<file path="src/rtl/shift_reg_seq.sv">
// shift_reg_seq: multi-cycle shift/rotate register with a valid/ready command port.
// Wide shifts are split into steps of at most STEP bits per clock.
// Optional feature macro: SHIFT_REG_SEQ_ROTATE_EN (builds ROL/ROR; otherwise they act as NOP).
module shift_reg_seq #(
    parameter int WIDTH = 8,
    parameter int STEP  = 1,
    parameter int CNT_W = $clog2(WIDTH)
) (
    input  logic             clk,
    input  logic             rst,
    input  logic             cmd_valid,
    output logic             cmd_ready,
    input  logic [2:0]       op,
    input  logic [WIDTH-1:0] d_in,
    input  logic [CNT_W-1:0] s_cnt,
    input  logic             ser_in,
    output logic [WIDTH-1:0] q,
    output logic             busy,
    output logic             done
);
    localparam logic [2:0] OP_LOAD = 3'b001;
    localparam logic [2:0] OP_SHL  = 3'b010;
    localparam logic [2:0] OP_SHR  = 3'b011;
    localparam logic [2:0] OP_SRA  = 3'b100;
`ifdef SHIFT_REG_SEQ_ROTATE_EN
    localparam logic [2:0] OP_ROL  = 3'b101;
    localparam logic [2:0] OP_ROR  = 3'b110;
    localparam logic [CNT_W:0] WIDTH_C = (CNT_W+1)'(WIDTH);
`endif
    localparam logic [CNT_W-1:0] STEP_C = CNT_W'(STEP);

    typedef enum logic {S_IDLE, S_SHIFT} state_t;

    state_t           state_q, state_d;
    logic [WIDTH-1:0] q_q, q_d, sh_res;
    logic [CNT_W-1:0] rem_q, rem_d, sh_n, k;
    logic [2:0]       op_q, op_d, sh_op;
    logic             ser_q, ser_d, sh_ser;
    logic             done_q, done_d;
    logic             is_shift;

    assign cmd_ready = (state_q == S_IDLE);
    assign busy      = (state_q == S_SHIFT);
    assign done      = done_q;
    assign q         = q_q;

    // Opcode decode of the incoming command: which ops take the stepping path
    always_comb begin
        is_shift = 1'b0;
        case (op)
            OP_SHL, OP_SHR, OP_SRA: is_shift = 1'b1;
`ifdef SHIFT_REG_SEQ_ROTATE_EN
            OP_ROL, OP_ROR:         is_shift = 1'b1;
`endif
            default:                is_shift = 1'b0;
        endcase
    end

    // One step of the shifter; in IDLE it works on the live command so the
    // first step lands on the accept edge, in SHIFT on the latched copy
    always_comb begin
        sh_op  = (state_q == S_IDLE) ? op     : op_q;
        sh_ser = (state_q == S_IDLE) ? ser_in : ser_q;
        sh_n   = (state_q == S_IDLE) ? s_cnt  : rem_q;
        k      = (sh_n < STEP_C) ? sh_n : STEP_C;
        sh_res = q_q;
        case (sh_op)
            OP_SHL: sh_res = (q_q << k) | (sh_ser ? ~({WIDTH{1'b1}} << k) : '0);
            OP_SHR: sh_res = (q_q >> k) | (sh_ser ? ~({WIDTH{1'b1}} >> k) : '0);
            OP_SRA: sh_res = WIDTH'($signed(q_q) >>> k);
`ifdef SHIFT_REG_SEQ_ROTATE_EN
            OP_ROL: sh_res = (q_q << k) | (q_q >> (WIDTH_C - {1'b0, k}));
            OP_ROR: sh_res = (q_q >> k) | (q_q << (WIDTH_C - {1'b0, k}));
`endif
            default: sh_res = q_q;
        endcase
    end

    // Next-state / datapath control for the IDLE/SHIFT sequencer
    always_comb begin
        state_d = state_q;
        q_d     = q_q;
        rem_d   = rem_q;
        op_d    = op_q;
        ser_d   = ser_q;
        done_d  = 1'b0;
        case (state_q)
            S_IDLE: begin
                if (cmd_valid) begin
                    op_d  = op;
                    ser_d = ser_in;
                    if (op == OP_LOAD) begin
                        q_d    = d_in;
                        done_d = 1'b1;
                    end else if (is_shift && (s_cnt != '0)) begin
                        q_d     = sh_res;
                        rem_d   = s_cnt - k;
                        done_d  = (rem_d == '0);
                        state_d = (rem_d == '0) ? S_IDLE : S_SHIFT;
                    end else begin
                        // NOP, reserved, disabled rotate or zero-length shift
                        done_d = 1'b1;
                    end
                end
            end
            S_SHIFT: begin
                q_d   = sh_res;
                rem_d = rem_q - k;
                if (rem_d == '0) begin
                    done_d  = 1'b1;
                    state_d = S_IDLE;
                end
            end
            default: state_d = S_IDLE;
        endcase
    end

    // State and data registers; reset abandons any operation in flight
    always_ff @(posedge clk) begin
        if (rst) begin
            state_q <= S_IDLE;
            q_q     <= '0;
            rem_q   <= '0;
            op_q    <= '0;
            ser_q   <= 1'b0;
            done_q  <= 1'b0;
        end else begin
            state_q <= state_d;
            q_q     <= q_d;
            rem_q   <= rem_d;
            op_q    <= op_d;
            ser_q   <= ser_d;
            done_q  <= done_d;
        end
    end
endmodule

</file>
<file path="config.mk">
export PLATFORM = sky130hd
export DESIGN_NAME = shift_reg_seq
export DESIGN_NICKNAME = d
export VERILOG_FILES = /design/src/rtl/shift_reg_seq.sv
export SDC_FILE = /design/constraint.sdc
export NUM_CORES = 1
export LEC_CHECK = 0
export CAP_MARGIN = 5
export CORE_MARGIN = 3
export CORE_UTILIZATION = 54
export DETAILED_ROUTE_END_ITERATION = 12
export MAX_ROUTING_LAYER = met4
export PLACE_DENSITY = 0.84
export SETUP_SLACK_MARGIN = 0.02
export SLEW_MARGIN = 0
export SYNTH_ARGS = -nofsm -noshare
export SYNTH_HDL_FRONTEND = slang
export SYNTH_SLANG_ARGS = --single-unit
</file>
<file path="constraint.sdc">
create_clock -name clk -period 8.1 [get_ports clk]
set_input_delay 2.025 -clock clk [delete_from_list [all_inputs] [get_ports clk]]
set_output_delay 2.025 -clock clk [all_outputs]
set_load 0.005 [all_outputs]
</file>
After elaboration in Yosys (flattened, before gate mapping)
Cells that the tools add are included.

storage, ports and cells
  flip-flop bits (word level) = 17
  input port bits = 18
  output and inout port bits = 11
  word-level logic and storage cells = 65

operators by class
  add/sub/neg operators = 2
  order comparisons = 1
  equal/unequal tests = 11
  shift-type cells = 5
  multiplexer cells = 27
  bitwise gates (word level) = 5
  reductions and logical operators = 8

operators by type and width
  operator               count
  $mux W8                5
  $pmux W8 S3            1
  $mux W3                6
  $not A8 Y8             2
  $or A8 B8 Y8           2
  $pmux W8 S2            1
  $eq A3 B2 Y1 const B   4
  $mux W1                11
  $shl A8 B3 Y8          1
  $shl A8 B3 Y8 const A  1
  $shr A8 B3 Y8          1
  $shr A8 B3 Y8 const A  1
  $sshr A8 B3 Y8         1
  $eq A3 B3 Y1 const B   2
  $logic_not A3 Y1       2
  $pmux W3 S2            1
  $sub A3 B3 Y3          2
  $ne A2 B2 Y1 const B   2
  $pmux W1 S2            2
  $reduce_and A2 Y1      2
  $eq A3 B1 Y1 const B   1
  $lt A3 B1 Y1 const B   1
  $ne A3 B1 Y1 const B   1
  $reduce_and A3 Y1      1
  other kinds (5)        5

Logic depth before layout (Yosys ltp)
  word-level depth = 12
  mapped depth = 10
  gate-level depth less buffers = 10

Worst setup path before layout
Ideal clock, no wire load.

  path type = input to register
  start point = input port s_cnt[2]
  end point = register rem_q[2]
  library setup time = 75 ps
  data arrival time = 3,932 ps
  data required time = 8,025 ps
  path slack = 4,094 ps
  stages on the path = 8
  buffers on the path = 0
  cell sequence = or3_1 > o21ai_2 > inv_1 > ha_1 > fa_1 > xnor2_1 > or3_1 > a31oi_1

between the ends
  word-level cells in the longest chain between the ends = 8
  elaborated cells between the ends (all ways) = 13
  classes of those cells = add/sub (2); order compare (1); eq/ne (1); mux (6); reduce/logical (3)

RTL lines
  element                 RTL line  text
  start: declaration      15        input logic [CNT_W-1:0] s_cnt,
  $mux W3                 64        sh_n = (state_q == S_IDLE) ? s_cnt : rem_q;
  $lt A3 B1 Y1            65        k = (sh_n < STEP_C) ? sh_n : STEP_C;
  $mux W3                 65
  $sub A3 B3 Y3           97        rem_d = s_cnt - k;
  $mux W3                 95        end else if (is_shift && (s_cnt != '0)) begin
  $mux W3                 92        if (op == OP_LOAD) begin
  $mux W3                 89        if (cmd_valid) begin
  $pmux W3 S2             87        case (state_q)
  end signal: assignment  130       rem_q <= rem_d;
  end: declaration        36        logic [CNT_W-1:0] rem_q, rem_d, sh_n, k;

Several ways; a longest one is shown, not always the timed one. The select of a mux whose other input is x is not followed.
A chain may end at the register's enable or synchronous reset.

Final worst setup path
  start point = input port s_cnt[2]
  end point = register state_q, in the netlist busy

between the ends
  word-level cells in the longest chain between the ends = 10
  elaborated cells between the ends (all ways) = 15
  classes of those cells = add/sub (2); order compare (1); mux (8); reduce/logical (4)

RTL lines
  element                 RTL line  text
  $mux W3                 64
  $lt A3 B1 Y1            65
  $mux W3                 65
  $sub A3 B3 Y3           97
  $logic_not A3 Y1        99        state_d = (rem_d == '0) ? S_IDLE : S_SHIFT;
  $mux W1                 99
  $mux W1                 95
  $mux W1                 92
  $mux W1                 89
  $pmux W1 S2 *           87
  end signal: assignment  128       state_q <= state_d;
  end: declaration        34        state_t state_q, state_d;

Mark *: on every way between the ends. The rest lies on a longest branch, timed or not.

==> metrics.md <==
| Metric | Value |
|---|---|
| Die W | `55.8 um` |
| CP top delay family | `simple AND/OR/NAND/NOR gates` |
| Critical Path RT | `8270 ps` |
| CTS root buf | `clkbuf_4` |
| Final min period | `4400 ps` |
| Input/output buffers | `28` |
| Via density | `6.19` |
| Pre-antenna DRT Iters | `5` |
| CTS tree | `done` |
| Static Leakage | `0.000587 uW` |
| Synth unique cells | `54` |
| Number of global-route vias before repair | `1368` |
| CTS Buf Count | `3` |
| Relative slew slack | `0.401` |
| Int Power | `150 uW` |
| Switching Fraction | `0.346` |
| Max stage delay on crit path | `470 ps` |
| Power share of the sequential group | `0.436` |
| Max Clock Freq | `227 MHz` |
| Core box area | `2280 um2` |
| Worst path arrival time | `4570 ps` |
| Worst Setup End Kind | `flop` |
| DR iter-0 viols | `54` |
| Clock power frac | `0.216` |
| Gate power share | `0.348` |
| Post-Layout Inst Area | `1650 um2` |
| Largest net degree at the start of global routing | `28` |
| Placed Instance Area | `1630 um2` |
| # nets final | `219` |
| Antenna Nets Post-Route | `0` |
| Max IR drop VDD | `0.104 mV` |
| Hold path cells | `2` |
| Maxcap violations | `0` |
| CP cell instances | `clkdlybuf4s50_1 > or3_1 > o21ai_2 > inv_1 > ha_1 > fa_1 > xnor2_1 > nand3_1 > a31oi_1 > nor3_1` |
| Initial antenna violation count | `0` |
| Reg clk slew, reported paths | `110 ps` |
| EDFF count, synth | `0` |
| Detailed-route wire length | `3640 um` |
| Syn-to-layout area delta | `23.4%` |
| PwrDens | `139 nW/um2` |
| Seq/Total Area, Yosys | `0.254` |
| Critical path class | `input pin to flop` |
| CTS sink cnt | `17` |
| DRC | `0` |
| Tightest Hold Check Type | `flop to flop` |
| Mapped cell area | `1340 um2` |
| Io pins | `29` |
| Status | `complete, no violations` |
| Synth Instances | `170` |
| CTS resizes | `0` |
| Antenna diodes | `0` |
| Layout cell share with drive strength beyond 1 | `0.0867` |
| Critical-path maximum fanout | `6` |
| GRT Total Usage | `0.256` |
| CP bufs+invs | `2` |
| GRT overflow | `0` |
| Most common flop cell mapped by yosys | `dfxtp_1` |
| Vias | `1387` |
| Final Slew Violations | `0` |
| Mean Syn Cell Area | `7.88 um2` |
| First-pass GRT wire length | `6310 um` |
| Final setup violating endpoints | `0` |
| Worst setup SP type | `input pin` |
| Final Util | `0.726` |
| Cell Rows | `17` |
| H-tree level count | `1` |
| Drt wl/cell | `16.2 um` |
| Clock Path Buffers | `2` |
| FFs w/ async S/R, synth | `0` |
| CP max-delay cell | `clkdlybuf4s50_1` |
| # hold bufs at CTS | `0` |
| Yosys reg bits | `17` |
| Endpoints failing hold | `0` |
| Ys Warns | `0` |
| Initial Util | `0.588` |
| Setup Skew | `2.00 ps` |
| Slew of the pin with the lowest slew margin | `897 ps` |
| DPL Wire Length | `2690 um` |
| Post-CTS Setup Bufs | `0` |
| Die area | `3110 um2` |
| Worst-case reg-to-reg path depth | `9` |
| Critical Path Stages | `10` |
| Sw power | `79.4 uW` |
| Fin Setup TNS | `0 ps` |
| Final cycle utilization of the critical path | `0.544` |
| Worst-Skew Late Latency | `300 ps` |
| Placer Congestion | `0.942` |
| RSZ-0062 raised after global routing | `false` |
| Die height | `55.8 um` |
| FILL cells | `178` |
==> Yosys cell counts (3+ instances only) <==
cell | instances | area share
a21oi_1 | 5 | 0.019
inv_1 | 13 | 0.036
o211a_1 | 3 | 0.022
and2_1 | 4 | 0.019
nand3_1 | 4 | 0.015
o21ai_0 | 14 | 0.052
dfxtp_1 | 17 | 0.25
or3_1 | 4 | 0.019
nand2b_1 | 5 | 0.023
mux2i_1 | 6 | 0.045
nand4_1 | 3 | 0.014
nand3b_1 | 3 | 0.017
nor3_1 | 3 | 0.011
nor2_1 | 18 | 0.050
clkbuf_1 | 3 | 0.0084
o211ai_1 | 3 | 0.017
nand2_1 | 13 | 0.036
==> power by group through the flow <==
| stage | Sequential (uW) | Clock (uW) | Combinational, uW |
|---|---|---|---|
| 2_1_floorplan | 98.2 | 0 | 51.2 |
| 6_report | 99.9 | 49.5 | 79.7 |
| 4_1_cts | 99.6 | 48.8 | 79.2 |
| 3_3_place_gp | 101 | 0 | 75.9 |
| 5_1_grt | 101 | 52.3 | 87.2 |
| 3_5_place_dp | 101 | 0 | 78.7 |
==> layout by cell type, fill, tap and decap left out, drive strengths merged, types with 2 or more instances in the layout <==
cell           netlist  layout
or3                  4       4
nand3b               3       3
ha                   2       2
nand3                4       4
a31oi                2       2
o211ai               3       3
clkbuf               3       4
o211a                3       3
inv                 13      13
clkdlybuf4s50        0      28
and2                 4       4
a2111o               2       2
or3b                 2       2
nand2b               5       5
mux2i                6       6
conb                 1       2
nor2                19      19
o22ai                2       2
nor3                 5       5
a211oi               2       2
dfxtp               17      17
nand4                3       3
a221oi               2       2
o21ai               17      17
fa                   2       2
a2111oi              2       2
nand2               13      13
nor3b                2       2
a21oi                6       6
and4                 2       2
==> state kept, by name (all words and copies together), names as in the netlist <==
signal and cells:
q 8, busy 1, rem_q 3, op_q 3, ser_q 1, done 1
==> stage by stage <==
stage	std cells	worst slack (ps)	hold WS [ps]	total power [uW]
2_1_floorplan	171	4090	471	149
3_5_place_dp	220	3400	489	180
5_1_grt	224	3550	535	241
6_report	224	3700	504	229
4_1_cts	224	3700	510	228
3_3_place_gp	220	3500	481	177
==> final timing paths <==
kind                               start  endpoint  slack, ps
worst min register to register      q[0]      q[0]        500
worst max-delay path            s_cnt[2]      busy       3700
worst min-delay path                q[0]      q[0]        500
worst max register to register      busy      busy       4960
==> metal layers <==
layer | wire length [um] | global-route usage | vias up | part of all wire
met1 | 1510 | 0.317 | 638 | 0.42
met2 | 1760 | 0.412 | 66 | 0.48
met5 | 0 | - | - | 0
met3 | 261 | 0.0371 | 11 | 0.072
li1 | - | - | 672 | -
met4 | 99 | 0.111 | 0 | 0.027
==> cell type report <==
class / count / area [um2] / area share
clock buffers: 4 / 26.3 / 0.0159
well taps: 28 / 35.0 / 0.0212
repair buffers: 28 / 280 / 0.170
multi-input cells: 134 / 921 / 0.558
flip-flops and latches: 17 / 340 / 0.206
inverters: 13 / 48.8 / 0.0295
==> worst min-delay path, delay by kind of cell (launching register included) <==
family / cells / cell delay (ps)
compound gates: 1 / 60
buf+inv: 1 / 50
flops: 1 / 340
==> kinds of logic after synthesis <==
group                      share of synthesized area
AOI/OAI and AO/OA                              0.265
xor gates and xnor gates                      0.0131
adders and majority gates                     0.0486
buffers and inverters                         0.0607
DFF                                            0.254
muxes                                         0.0449
other                                        0.00280
and+or+nand+nor                                0.310
(Power assumes the default switching activity.)
